===== config.mk =====
export PLATFORM = sky130hd
export DESIGN_NAME = saes32_masked_column_seq_flat
export DESIGN_NICKNAME = d
export VERILOG_FILES = /design/src/rtl/saes32_masked_column_seq_if.sv /design/src/rtl/saes32_masked_column_seq.sv /design/src/flat_wrapper.sv
export SDC_FILE = /design/constraint.sdc
export NUM_CORES = 1
export LEC_CHECK = 0
export ABC_AREA = 1
export BUFFER_PORTS_ARGS = -buffer_cell sky130_fd_sc_hd__buf_2
export CAP_MARGIN = 20
export CORE_UTILIZATION = 48
export DETAILED_ROUTE_END_ITERATION = 12
export PLACE_DENSITY = 0.8
export SKIP_CTS_REPAIR_TIMING = 1
export SYNTH_ARGS = -nofsm -noshare
export SYNTH_HDL_FRONTEND = slang
export SYNTH_SLANG_ARGS = --single-unit

===== constraint.sdc =====
create_clock -name clk -period 5 [get_ports clk]
set_input_delay 0 -clock clk [delete_from_list [all_inputs] [get_ports clk]]
set_output_delay 0 -clock clk [all_outputs]
set_load 0.02 [all_outputs]

===== src/rtl/saes32_masked_column_seq_if.sv =====
// Request, FU-issue and response buses of the masked saes32 column sequencer.
// master = sequencer side, slave = front end / FU / consumer side.
interface saes32_masked_column_seq_if;
    logic        flush;
    logic        req_valid;
    logic        req_ready;
    logic        req_decrypt;
    logic        req_middle;
    logic [31:0] req_key;
    logic [31:0] req_share_a;
    logic [31:0] req_share_b;
    logic        fu_valid;
    logic [31:0] fu_rs1;
    logic [31:0] fu_rs2;
    logic [31:0] fu_rs3;
    logic [1:0]  fu_bs;
    logic        fu_op_encs;
    logic        fu_op_encsm;
    logic        fu_op_decs;
    logic        fu_op_decsm;
    logic [31:0] fu_rd;
    logic        fu_ready;
    logic        rsp_valid;
    logic        rsp_ready;
    logic [31:0] rsp_data;
    logic        rsp_error;

    modport master (
        input  flush, req_valid, req_decrypt, req_middle, req_key, req_share_a, req_share_b,
        output req_ready,
        output fu_valid, fu_rs1, fu_rs2, fu_rs3, fu_bs,
        output fu_op_encs, fu_op_encsm, fu_op_decs, fu_op_decsm,
        input  fu_rd, fu_ready,
        output rsp_valid, rsp_data, rsp_error,
        input  rsp_ready
    );

    modport slave (
        output flush, req_valid, req_decrypt, req_middle, req_key, req_share_a, req_share_b,
        input  req_ready,
        input  fu_valid, fu_rs1, fu_rs2, fu_rs3, fu_bs,
        input  fu_op_encs, fu_op_encsm, fu_op_decs, fu_op_decsm,
        output fu_rd, fu_ready,
        input  rsp_valid, rsp_data, rsp_error,
        output rsp_ready
    );
endinterface


===== src/rtl/saes32_masked_column_seq.sv =====
// Drives four chained masked saes32 FU ops (bs = 0..3) over one AES column and
// returns the accumulated word; handles FU timeout, flush and disabled decrypt.
module saes32_masked_column_seq #(
    parameter bit          SAES_DEC_EN = 1'b1,
    parameter int unsigned TIMEOUT     = 16
) (
    input logic                        clk,
    input logic                        reset,
    saes32_masked_column_seq_if.master bus
);
    typedef enum logic [1:0] {IDLE, ISSUE, RESP} state_e;
    localparam logic [7:0] CNT_LAST = 8'(TIMEOUT - 1);

    state_e      state_q, state_d;
    logic [31:0] acc_q, acc_d, sa_q, sa_d, sb_q, sb_d, rsp_data_q, rsp_data_d;
    logic [3:0]  mode_q, mode_d, op_q, op_d;
    logic [1:0]  bs_q, bs_d;
    logic [7:0]  cnt_q, cnt_d;
    logic        fu_valid_q, fu_valid_d, rsp_valid_q, rsp_valid_d, rsp_error_q, rsp_error_d;
    logic        accept, dec_blocked, last_op, timed_out;

    assign bus.req_ready = (state_q == IDLE) && !bus.flush;
    assign accept        = bus.req_ready && bus.req_valid;
    assign dec_blocked   = bus.req_decrypt && !SAES_DEC_EN;
    assign last_op       = bus.fu_ready && (bs_q == 2'd3);
    assign timed_out     = !bus.fu_ready && (cnt_q == CNT_LAST);

    always_ff @(posedge clk or posedge reset) begin
        if (reset) state_q <= IDLE;
        else       state_q <= state_d;
    end

    // flush wins over every other event in every state
    always_comb begin
        state_d = state_q;
        if (bus.flush) begin
            state_d = IDLE;
        end else begin
            case (state_q)
                IDLE:    if (accept) state_d = dec_blocked ? RESP : ISSUE;
                ISSUE:   if (last_op || timed_out) state_d = RESP;
                RESP:    if (bus.rsp_ready) state_d = IDLE;
                default: state_d = IDLE;
            endcase
        end
    end

    always_comb begin
        acc_d       = acc_q;
        sa_d        = sa_q;
        sb_d        = sb_q;
        mode_d      = mode_q;
        bs_d        = bs_q;
        cnt_d       = cnt_q;
        rsp_data_d  = rsp_data_q;
        rsp_error_d = rsp_error_q;
        if (!bus.flush) begin
            case (state_q)
                IDLE: if (accept) begin
                    acc_d  = bus.req_key;
                    sa_d   = bus.req_share_a;
                    sb_d   = bus.req_share_b;
                    mode_d = {!bus.req_decrypt && !bus.req_middle, !bus.req_decrypt && bus.req_middle,
                              bus.req_decrypt && !bus.req_middle, bus.req_decrypt && bus.req_middle};
                    bs_d   = 2'd0;
                    cnt_d  = 8'd0;
                    if (dec_blocked) begin
                        rsp_data_d  = 32'd0;
                        rsp_error_d = 1'b1;
                    end
                end
                ISSUE: begin
                    if (bus.fu_ready) begin
                        acc_d = bus.fu_rd;
                        cnt_d = 8'd0;
                        if (bs_q == 2'd3) begin
                            rsp_data_d  = bus.fu_rd;
                            rsp_error_d = 1'b0;
                        end else begin
                            bs_d = bs_q + 2'd1;
                        end
                    end else if (timed_out) begin
                        rsp_data_d  = acc_q;
                        rsp_error_d = 1'b1;
                    end else begin
                        cnt_d = cnt_q + 8'd1;
                    end
                end
                default: ;
            endcase
        end
        fu_valid_d  = (state_d == ISSUE);
        rsp_valid_d = (state_d == RESP);
        op_d        = fu_valid_d ? mode_d : 4'd0;
    end

    always_ff @(posedge clk or posedge reset) begin
        if (reset) begin
            acc_q       <= '0;
            sa_q        <= '0;
            sb_q        <= '0;
            mode_q      <= '0;
            op_q        <= '0;
            bs_q        <= '0;
            cnt_q       <= '0;
            fu_valid_q  <= 1'b0;
            rsp_valid_q <= 1'b0;
            rsp_data_q  <= '0;
            rsp_error_q <= 1'b0;
        end else begin
            acc_q       <= acc_d;
            sa_q        <= sa_d;
            sb_q        <= sb_d;
            mode_q      <= mode_d;
            op_q        <= op_d;
            bs_q        <= bs_d;
            cnt_q       <= cnt_d;
            fu_valid_q  <= fu_valid_d;
            rsp_valid_q <= rsp_valid_d;
            rsp_data_q  <= rsp_data_d;
            rsp_error_q <= rsp_error_d;
        end
    end

    assign bus.fu_valid    = fu_valid_q;
    assign bus.fu_rs1      = acc_q;
    assign bus.fu_rs2      = sa_q;
    assign bus.fu_rs3      = sb_q;
    assign bus.fu_bs       = bs_q;
    assign bus.fu_op_encs  = op_q[3];
    assign bus.fu_op_encsm = op_q[2];
    assign bus.fu_op_decs  = op_q[1];
    assign bus.fu_op_decsm = op_q[0];
    assign bus.rsp_valid   = rsp_valid_q;
    assign bus.rsp_data    = rsp_data_q;
    assign bus.rsp_error   = rsp_error_q;
endmodule


===== src/flat_wrapper.sv =====
// flat-port wrapper written by rule: the top's interface ports become plain ports
module saes32_masked_column_seq_flat 
#(
    parameter bit          SAES_DEC_EN = 1'b1,
    parameter int unsigned TIMEOUT     = 16
)
  (clk, reset, bus_flush, bus_req_valid, bus_req_decrypt, bus_req_middle, bus_req_key, bus_req_share_a, bus_req_share_b, bus_req_ready, bus_fu_valid, bus_fu_rs1, bus_fu_rs2, bus_fu_rs3, bus_fu_bs, bus_fu_op_encs, bus_fu_op_encsm, bus_fu_op_decs, bus_fu_op_decsm, bus_fu_rd, bus_fu_ready, bus_rsp_valid, bus_rsp_data, bus_rsp_error, bus_rsp_ready);
  saes32_masked_column_seq_if bus_i ();
  input logic clk;
  input logic reset;
  input wire logic [$bits(bus_i.flush)-1:0] bus_flush;
  input wire logic [$bits(bus_i.req_valid)-1:0] bus_req_valid;
  input wire logic [$bits(bus_i.req_decrypt)-1:0] bus_req_decrypt;
  input wire logic [$bits(bus_i.req_middle)-1:0] bus_req_middle;
  input wire logic [$bits(bus_i.req_key)-1:0] bus_req_key;
  input wire logic [$bits(bus_i.req_share_a)-1:0] bus_req_share_a;
  input wire logic [$bits(bus_i.req_share_b)-1:0] bus_req_share_b;
  output wire logic [$bits(bus_i.req_ready)-1:0] bus_req_ready;
  output wire logic [$bits(bus_i.fu_valid)-1:0] bus_fu_valid;
  output wire logic [$bits(bus_i.fu_rs1)-1:0] bus_fu_rs1;
  output wire logic [$bits(bus_i.fu_rs2)-1:0] bus_fu_rs2;
  output wire logic [$bits(bus_i.fu_rs3)-1:0] bus_fu_rs3;
  output wire logic [$bits(bus_i.fu_bs)-1:0] bus_fu_bs;
  output wire logic [$bits(bus_i.fu_op_encs)-1:0] bus_fu_op_encs;
  output wire logic [$bits(bus_i.fu_op_encsm)-1:0] bus_fu_op_encsm;
  output wire logic [$bits(bus_i.fu_op_decs)-1:0] bus_fu_op_decs;
  output wire logic [$bits(bus_i.fu_op_decsm)-1:0] bus_fu_op_decsm;
  input wire logic [$bits(bus_i.fu_rd)-1:0] bus_fu_rd;
  input wire logic [$bits(bus_i.fu_ready)-1:0] bus_fu_ready;
  output wire logic [$bits(bus_i.rsp_valid)-1:0] bus_rsp_valid;
  output wire logic [$bits(bus_i.rsp_data)-1:0] bus_rsp_data;
  output wire logic [$bits(bus_i.rsp_error)-1:0] bus_rsp_error;
  input wire logic [$bits(bus_i.rsp_ready)-1:0] bus_rsp_ready;
  assign bus_i.flush = bus_flush;
  assign bus_i.req_valid = bus_req_valid;
  assign bus_i.req_decrypt = bus_req_decrypt;
  assign bus_i.req_middle = bus_req_middle;
  assign bus_i.req_key = bus_req_key;
  assign bus_i.req_share_a = bus_req_share_a;
  assign bus_i.req_share_b = bus_req_share_b;
  assign bus_req_ready = bus_i.req_ready;
  assign bus_fu_valid = bus_i.fu_valid;
  assign bus_fu_rs1 = bus_i.fu_rs1;
  assign bus_fu_rs2 = bus_i.fu_rs2;
  assign bus_fu_rs3 = bus_i.fu_rs3;
  assign bus_fu_bs = bus_i.fu_bs;
  assign bus_fu_op_encs = bus_i.fu_op_encs;
  assign bus_fu_op_encsm = bus_i.fu_op_encsm;
  assign bus_fu_op_decs = bus_i.fu_op_decs;
  assign bus_fu_op_decsm = bus_i.fu_op_decsm;
  assign bus_i.fu_rd = bus_fu_rd;
  assign bus_i.fu_ready = bus_fu_ready;
  assign bus_rsp_valid = bus_i.rsp_valid;
  assign bus_rsp_data = bus_i.rsp_data;
  assign bus_rsp_error = bus_i.rsp_error;
  assign bus_i.rsp_ready = bus_rsp_ready;
  saes32_masked_column_seq #(.SAES_DEC_EN(SAES_DEC_EN), .TIMEOUT(TIMEOUT)) u_core (.clk(clk), .reset(reset), .bus(bus_i));
endmodule

== Word-level counts from Yosys, hierarchy flattened ==
Cells that the tools add are included.

* Bits in registers: 151
* Bits of input ports: 136
* Output and inout bits: 138
* Word-level logic and storage cells: 73

* $add $sub $neg: 2
* Eq/ne operators: 11
* Muxes and demuxes: 26
* Bitwise logic cells: 1
* Reduce and logical (&&, ||, !) cells: 21

{| class="wikitable"
|+ Operators by type and width
! cell !! count
|-
| 32-bit 2-to-1 mux || 5
|-
| 32-bit case mux with 2 select lines || 1
|-
| 8-bit 2-to-1 mux || 3
|-
| 4-bit 2-to-1 mux || 4
|-
| 8-bit case mux with 2 select lines || 1
|-
| 2-bit 2-to-1 mux || 7
|-
| 4-bit AND reduction || 3
|-
| 8-bit by 1-bit adder with 8-bit output (second input constant) || 1
|-
| 8-bit by 4-bit == test with 1-bit output (second input constant) || 1
|-
| 1-bit logical AND || 8
|-
| 2-bit == test (second input constant) || 3
|-
| 2-bit case mux with 3 select lines || 1
|-
| 5-bit AND reduction || 1
|-
| 2-bit by 1-bit == test with 1-bit output (second input constant) || 2
|-
| 1-bit zero test || 4
|-
| 2-bit by 1-bit inequality test with 1-bit output (second input constant) || 2
|-
| 2-bit inequality test (second input constant) || 2
|-
| 2-bit case mux with 2 select lines || 1
|-
| 2-bit nonzero test || 2
|-
| 1-bit 2-to-1 mux || 3
|-
| 3-bit inequality test (second input constant) || 1
|-
| 3-bit AND reduction || 1
|-
| 2-bit by 1-bit adder with 2-bit output (second input constant) || 1
|-
| 2-bit zero test || 1
|-
| other kinds (2) || 2
|}

== Longest topological paths before layout ==
* Depth after elaboration: 8
* Depth in mapped cells: 10

== Worst setup path before layout ==
OpenSTA, ideal clock, no wires.

* Path type: register to register
* Start: reg u_core.state_q[1]
* End: reg u_core.sa_q[0], in the netlist u_core.bus.fu_rs2[0]
* Library setup time: 0.116 ns
* Arrival time: 1.499 ns
* Data required time: 4.884 ns
* Setup slack: 3.385 ns
* Cell stages (with the launch flop): 9
* Clock period less this slack: 1.615 ns
* Cells stage by stage: dfrtp_1 -> nor2_1 -> inv_1 -> nor2_1 -> nand2_1 -> buf_2 -> buf_2 -> nand2_1 -> nand2_1

* Longest elaborated chain between the ends: 4

{| class="wikitable"
|+ Ends and longest elaborated chain
! item !! RTL line !! RTL
|-
| from (decl) || saes32_masked_column_seq.sv:14 || <nowiki>state_e state_q, state_d;</nowiki>
|-
| from (signal assigned) || saes32_masked_column_seq.sv:30 || <nowiki>else state_q <= state_d;</nowiki>
|-
| 2-bit zero test || saes32_masked_column_seq.sv:22 || <nowiki>assign bus.req_ready = (state_q == IDLE) && !bus.flush;</nowiki>
|-
| 1-bit logical AND || saes32_masked_column_seq.sv:22 ||
|-
| via bus_req_ready || flat_wrapper.sv:18 || <nowiki>output wire logic [$bits(bus_i.req_ready)-1:0] bus_req_ready;</nowiki>
|-
| 1-bit logical AND || saes32_masked_column_seq.sv:23 || <nowiki>assign accept = bus.req_ready && bus.req_valid;</nowiki>
|-
| 3-bit AND reduction (no source line) || -- ||
|-
| to (signal assigned) || saes32_masked_column_seq.sv:100 || <nowiki>sa_q <= '0;</nowiki>
|-
| to (signal assigned) || saes32_masked_column_seq.sv:112 || <nowiki>sa_q <= sa_d;</nowiki>
|-
| to (decl) || saes32_masked_column_seq.sv:15 || <nowiki>logic [31:0] acc_q, acc_d, sa_q, sa_d, sb_q, sb_d, rsp_data_q, rsp_data_d;</nowiki>
|}

The timed path passes the listed nets, and every way through them passes these cells.
A chain may end at the register's enable or synchronous reset.

== Worst setup path after layout ==
* Start: reg u_core.state_q[0]
* End: reg u_core.acc_q[7], in the netlist u_core.bus.fu_rs1[7]

* Longest elaborated chain between the ends: 5
* Elaborated cells between the ends (all ways): 9
* Classes of those cells: eq/ne: 3; mux: 1; reduce/logical: 5

{| class="wikitable"
|+ Ends and longest elaborated chain
! item !! RTL line !! RTL
|-
| 2-bit zero test || saes32_masked_column_seq.sv:22, saes32_masked_column_seq.sv:58 ||
|-
| 1-bit logical AND || saes32_masked_column_seq.sv:22 ||
|-
| 1-bit logical AND || saes32_masked_column_seq.sv:23 ||
|-
| 2-bit by 1-bit inequality test with 1-bit output (no source line) || -- ||
|-
| 4-bit AND reduction (no source line) || -- ||
|-
| to (signal assigned) || saes32_masked_column_seq.sv:99 || <nowiki>acc_q <= '0;</nowiki>
|-
| to (signal assigned) || saes32_masked_column_seq.sv:111 || <nowiki>acc_q <= acc_d;</nowiki>
|-
| to (decl) || saes32_masked_column_seq.sv:15 ||
|}

Several ways; a longest one is shown, not always the timed one.

==> results by group <==
Placement
  • Pre-CTS setup slack: between 1.5 and 2 ns
  • GPL Wtd Cong: around 0.86
  • HPWL Detailed: approximately 12 mm
  • Post-DP Area: 0.00787 mm²
  • Port bufs: 273

CTS
  • TritonCTS Buffers: 17
  • Clock slew at reported path FFs: 0.06 ns
  • Worst skew pair latency: 0.42 ns
  • Longest Clk Path Bufs: 2
  • H-tree depth: 4
  • Clock root buffer: clkbuf_16
  • CTS tree: done
  • CTS Sinks: 151

Logic synthesis
  • Distinct cells, synth: 25
  • Yosys warnings: 0
  • FFs w/ async S/R, synth: 100%
  • Mapped Nets: 871
  • Syn Std Cell Area: 0.00644 mm²
  • Main flop type after synthesis: dfrtp_1
  • EDFF count, synth: 0
  • Synthesized instance count: between 700 and 800
  • Avg Cell Area, Syn: roughly 8.8 µm²
  • Yosys reg bits: 151
  • Sequential area share after synthesis: about 59%

GRT
  • Antenna violations before repair: 1
  • Vias in the first global route: 5510
  • First-pass GRT wire length: between 20 and 30 mm
  • Pin count of the biggest net entering global routing: 108
  • Grt ovf: 0
  • All-Layer GR Usage: between 20% and 30%

Power
  • Int Power: approximately 2.8 mW
  • Clock Power Share: between 30% and 40%
  • Combinational share of power: roughly 28%
  • Flop pwr share: roughly two fifths
  • Switching power: about 1.4 mW
  • Leakage: about 5.4 nW
  • Switch share: 33.4%
  • VDD IR-drop max: between 0.2 and 0.3 mV
  • PwrDens: roughly 420 mW/mm²

Floorplanning
  • Initial Util: around half
  • Placement Rows: 41
  • Io pins: roughly 270
  • Die ar.: ~0.014 mm²
  • Core area: roughly 0.013 mm²
  • Die width: 118 µm
  • DIE HEIGHT: approximately 120 µm

Route
  • Routed Antenna Nets: 0
  • DRC: 0
  • Starting DRT DRC Count: 707
  • Drt total wl: about 24 mm
  • WL/cell: roughly 18 µm
  • 1st-pass router iterations: 6
  • DR vias: 7093
  • Via-to-Cell Ratio: between 5 and 6

Timing
  • Setup slack after layout: between 1.5 and 2 ns
  • Period Utilization, post-route: between 60% and 70%
  • Pin slew with the least headroom to its limit: approximately 0.94 ns
  • Period minus WS final: roughly 3.4 ns
  • Total negative slack: 0 ns
  • Clock Skew: roughly 0.011 ns
  • Slew Limit Headroom: between 30% and 40%
  • Count of final hold-check violations: 2
  • Final Max Tran Viols: 0
  • Fmax: 0.291 GHz
  • Unrepaired setup endpoints after global routing: no
  • Hold WS: -0.0170 ns
  • Setup violators final: 0

Cells and area
  • Layout overhead on the synthesized area: 58.2%
  • # nets final: ~1300
  • Final instance area: ~0.01 mm²
  • Most frequent cells in the layout: nand2_1 (334), buf_2 (273), dlygate4sd3_1 (164), dfrtp_1 (151), nor2_1 (51)
  • Fraction of layout cells with a size suffix above 1: between 20 and 30%
  • Most common cell after layout, fill and taps aside: nand2_1

Critical path
  • Crit-path max FO: 37
  • CP Class: flip-flop to flip-flop
  • Setup crit end kind: flip-flop
  • FF-to-FF path depth: 7
  • Worst setup SP type: flip-flop
  • Data required, critical path: approximately 5.4 ns
  • Critical path arrival: around 3.8 ns

Run
  • Max-cap viol count: 0

Min path
  • Hold Crit Class: input port to flip-flop
  • Hold path cells: 3

Status
  • Failing checks: hold timing
  • Status: complete, but fails checks
## stage by stage
stage                     power [mW]  utilization [%]  std cells
after global routing            4.44             79.4       1342
after global placement          2.60             61.3       1144
after CTS                       4.03             66.4       1176
after floorplan                 2.21                -        733
final                           4.27             79.4       1342
after detailed placement        2.62             61.3       1144
## synth_stat cells (3+ instances only)
library cell  count  area (µm²)
o21ai_0          22         110
a31oi_1          32         200
buf_2            28         140
o21ai_1          21         105
buf_6             3        33.8
nor2_1           51         191
nand3_1          11        55.1
dfrtp_1         151        3780
nand2_1         335        1260
nand4_1           5        31.3
inv_1            20        75.1
clkbuf_1          6        22.5
mux2i_1          32         320
## path summary, 6_finish.rpt
kind / from / end / slack (ns)
setup / recovery: u_core.state_q[0] / u_core.bus.fu_rs1[7] / 1.57
hold / removal: bus_fu_rd[14] / u_core.bus.rsp_data[14] / -0.02
setup reg to reg: u_core.state_q[0] / u_core.bus.fu_rs1[7] / 1.57
hold reg to reg: u_core.bus.fu_rs3[1] / u_core.bus.fu_rs3[1] / 0.47
max in group asynchronous: reset / u_core.bus.fu_rs1[29] / 3.48
min in group asynchronous: reset / u_core.bus.fu_rs3[7] / 0.35
## worst max-delay path: stages (launching register included)
cell and delay [ns]:
dfrtp_1 0.47, nand2_2 0.63, nor2_1 0.25, nor2_4 0.61, buf_4 0.45, nor2_1 0.10
a31oi_1 0.23, dlygate4sd3_1 0.60
## cells by family after synthesis
| kind of cell | synth area share (%) |
|---|---|
| mux | 4.98 |
| buf+inv | 4.51 |
| compound gates | 6.73 |
| xor+xnor | 0.136 |
| flops | 58.7 |
| simple gates | 24.6 |
| fa+ha+maj | 0.389 |
## layout make-up
class | instances | area, µm²
inverter | 22 | 87.6
tap | 172 | 215
clock inverter | 12 | 198
sequential | 151 | 3780
clock buffer | 20 | 457
timing repair buffer | 443 | 3070
multi-input combinational | 521 | 2380
antenna | 1 | 2.50
fill | 731 | 2640
## power groups by stage
stage	registers (mW)	logic (mW)	clock network, mW
finish	1.63	1.22	1.42
global route	1.65	1.30	1.49
CTS	1.60	1.00	1.42
detailed placement	1.62	0.999	0
global placement	1.62	0.982	0
floorplan	1.90	0.314	0
## sequential cells by signal, summed over array words and instances, names as in the netlist
name,flops
u_core.cnt_q,8
u_core.bus.fu_bs,2
u_core.bus.fu_rs3,32
u_core.bus.fu_valid,1
u_core.bus.rsp_valid,1
u_core.bus.rsp_data,32
u_core.state_q,2
u_core.bus.fu_rs1,32
u_core.bus.fu_rs2,32
u_core.op_q,4
u_core.mode_q,4
u_core.bus.rsp_error,1
## metal layers
layer / global-route usage (%) / routed length (µm)
met4: 10.8 / 1030
met3: 7.80 / 2020
met2: 42.3 / 11800
met1: 30.7 / 8920
met5: 0 / 0
(Power assumes the default switching activity.)
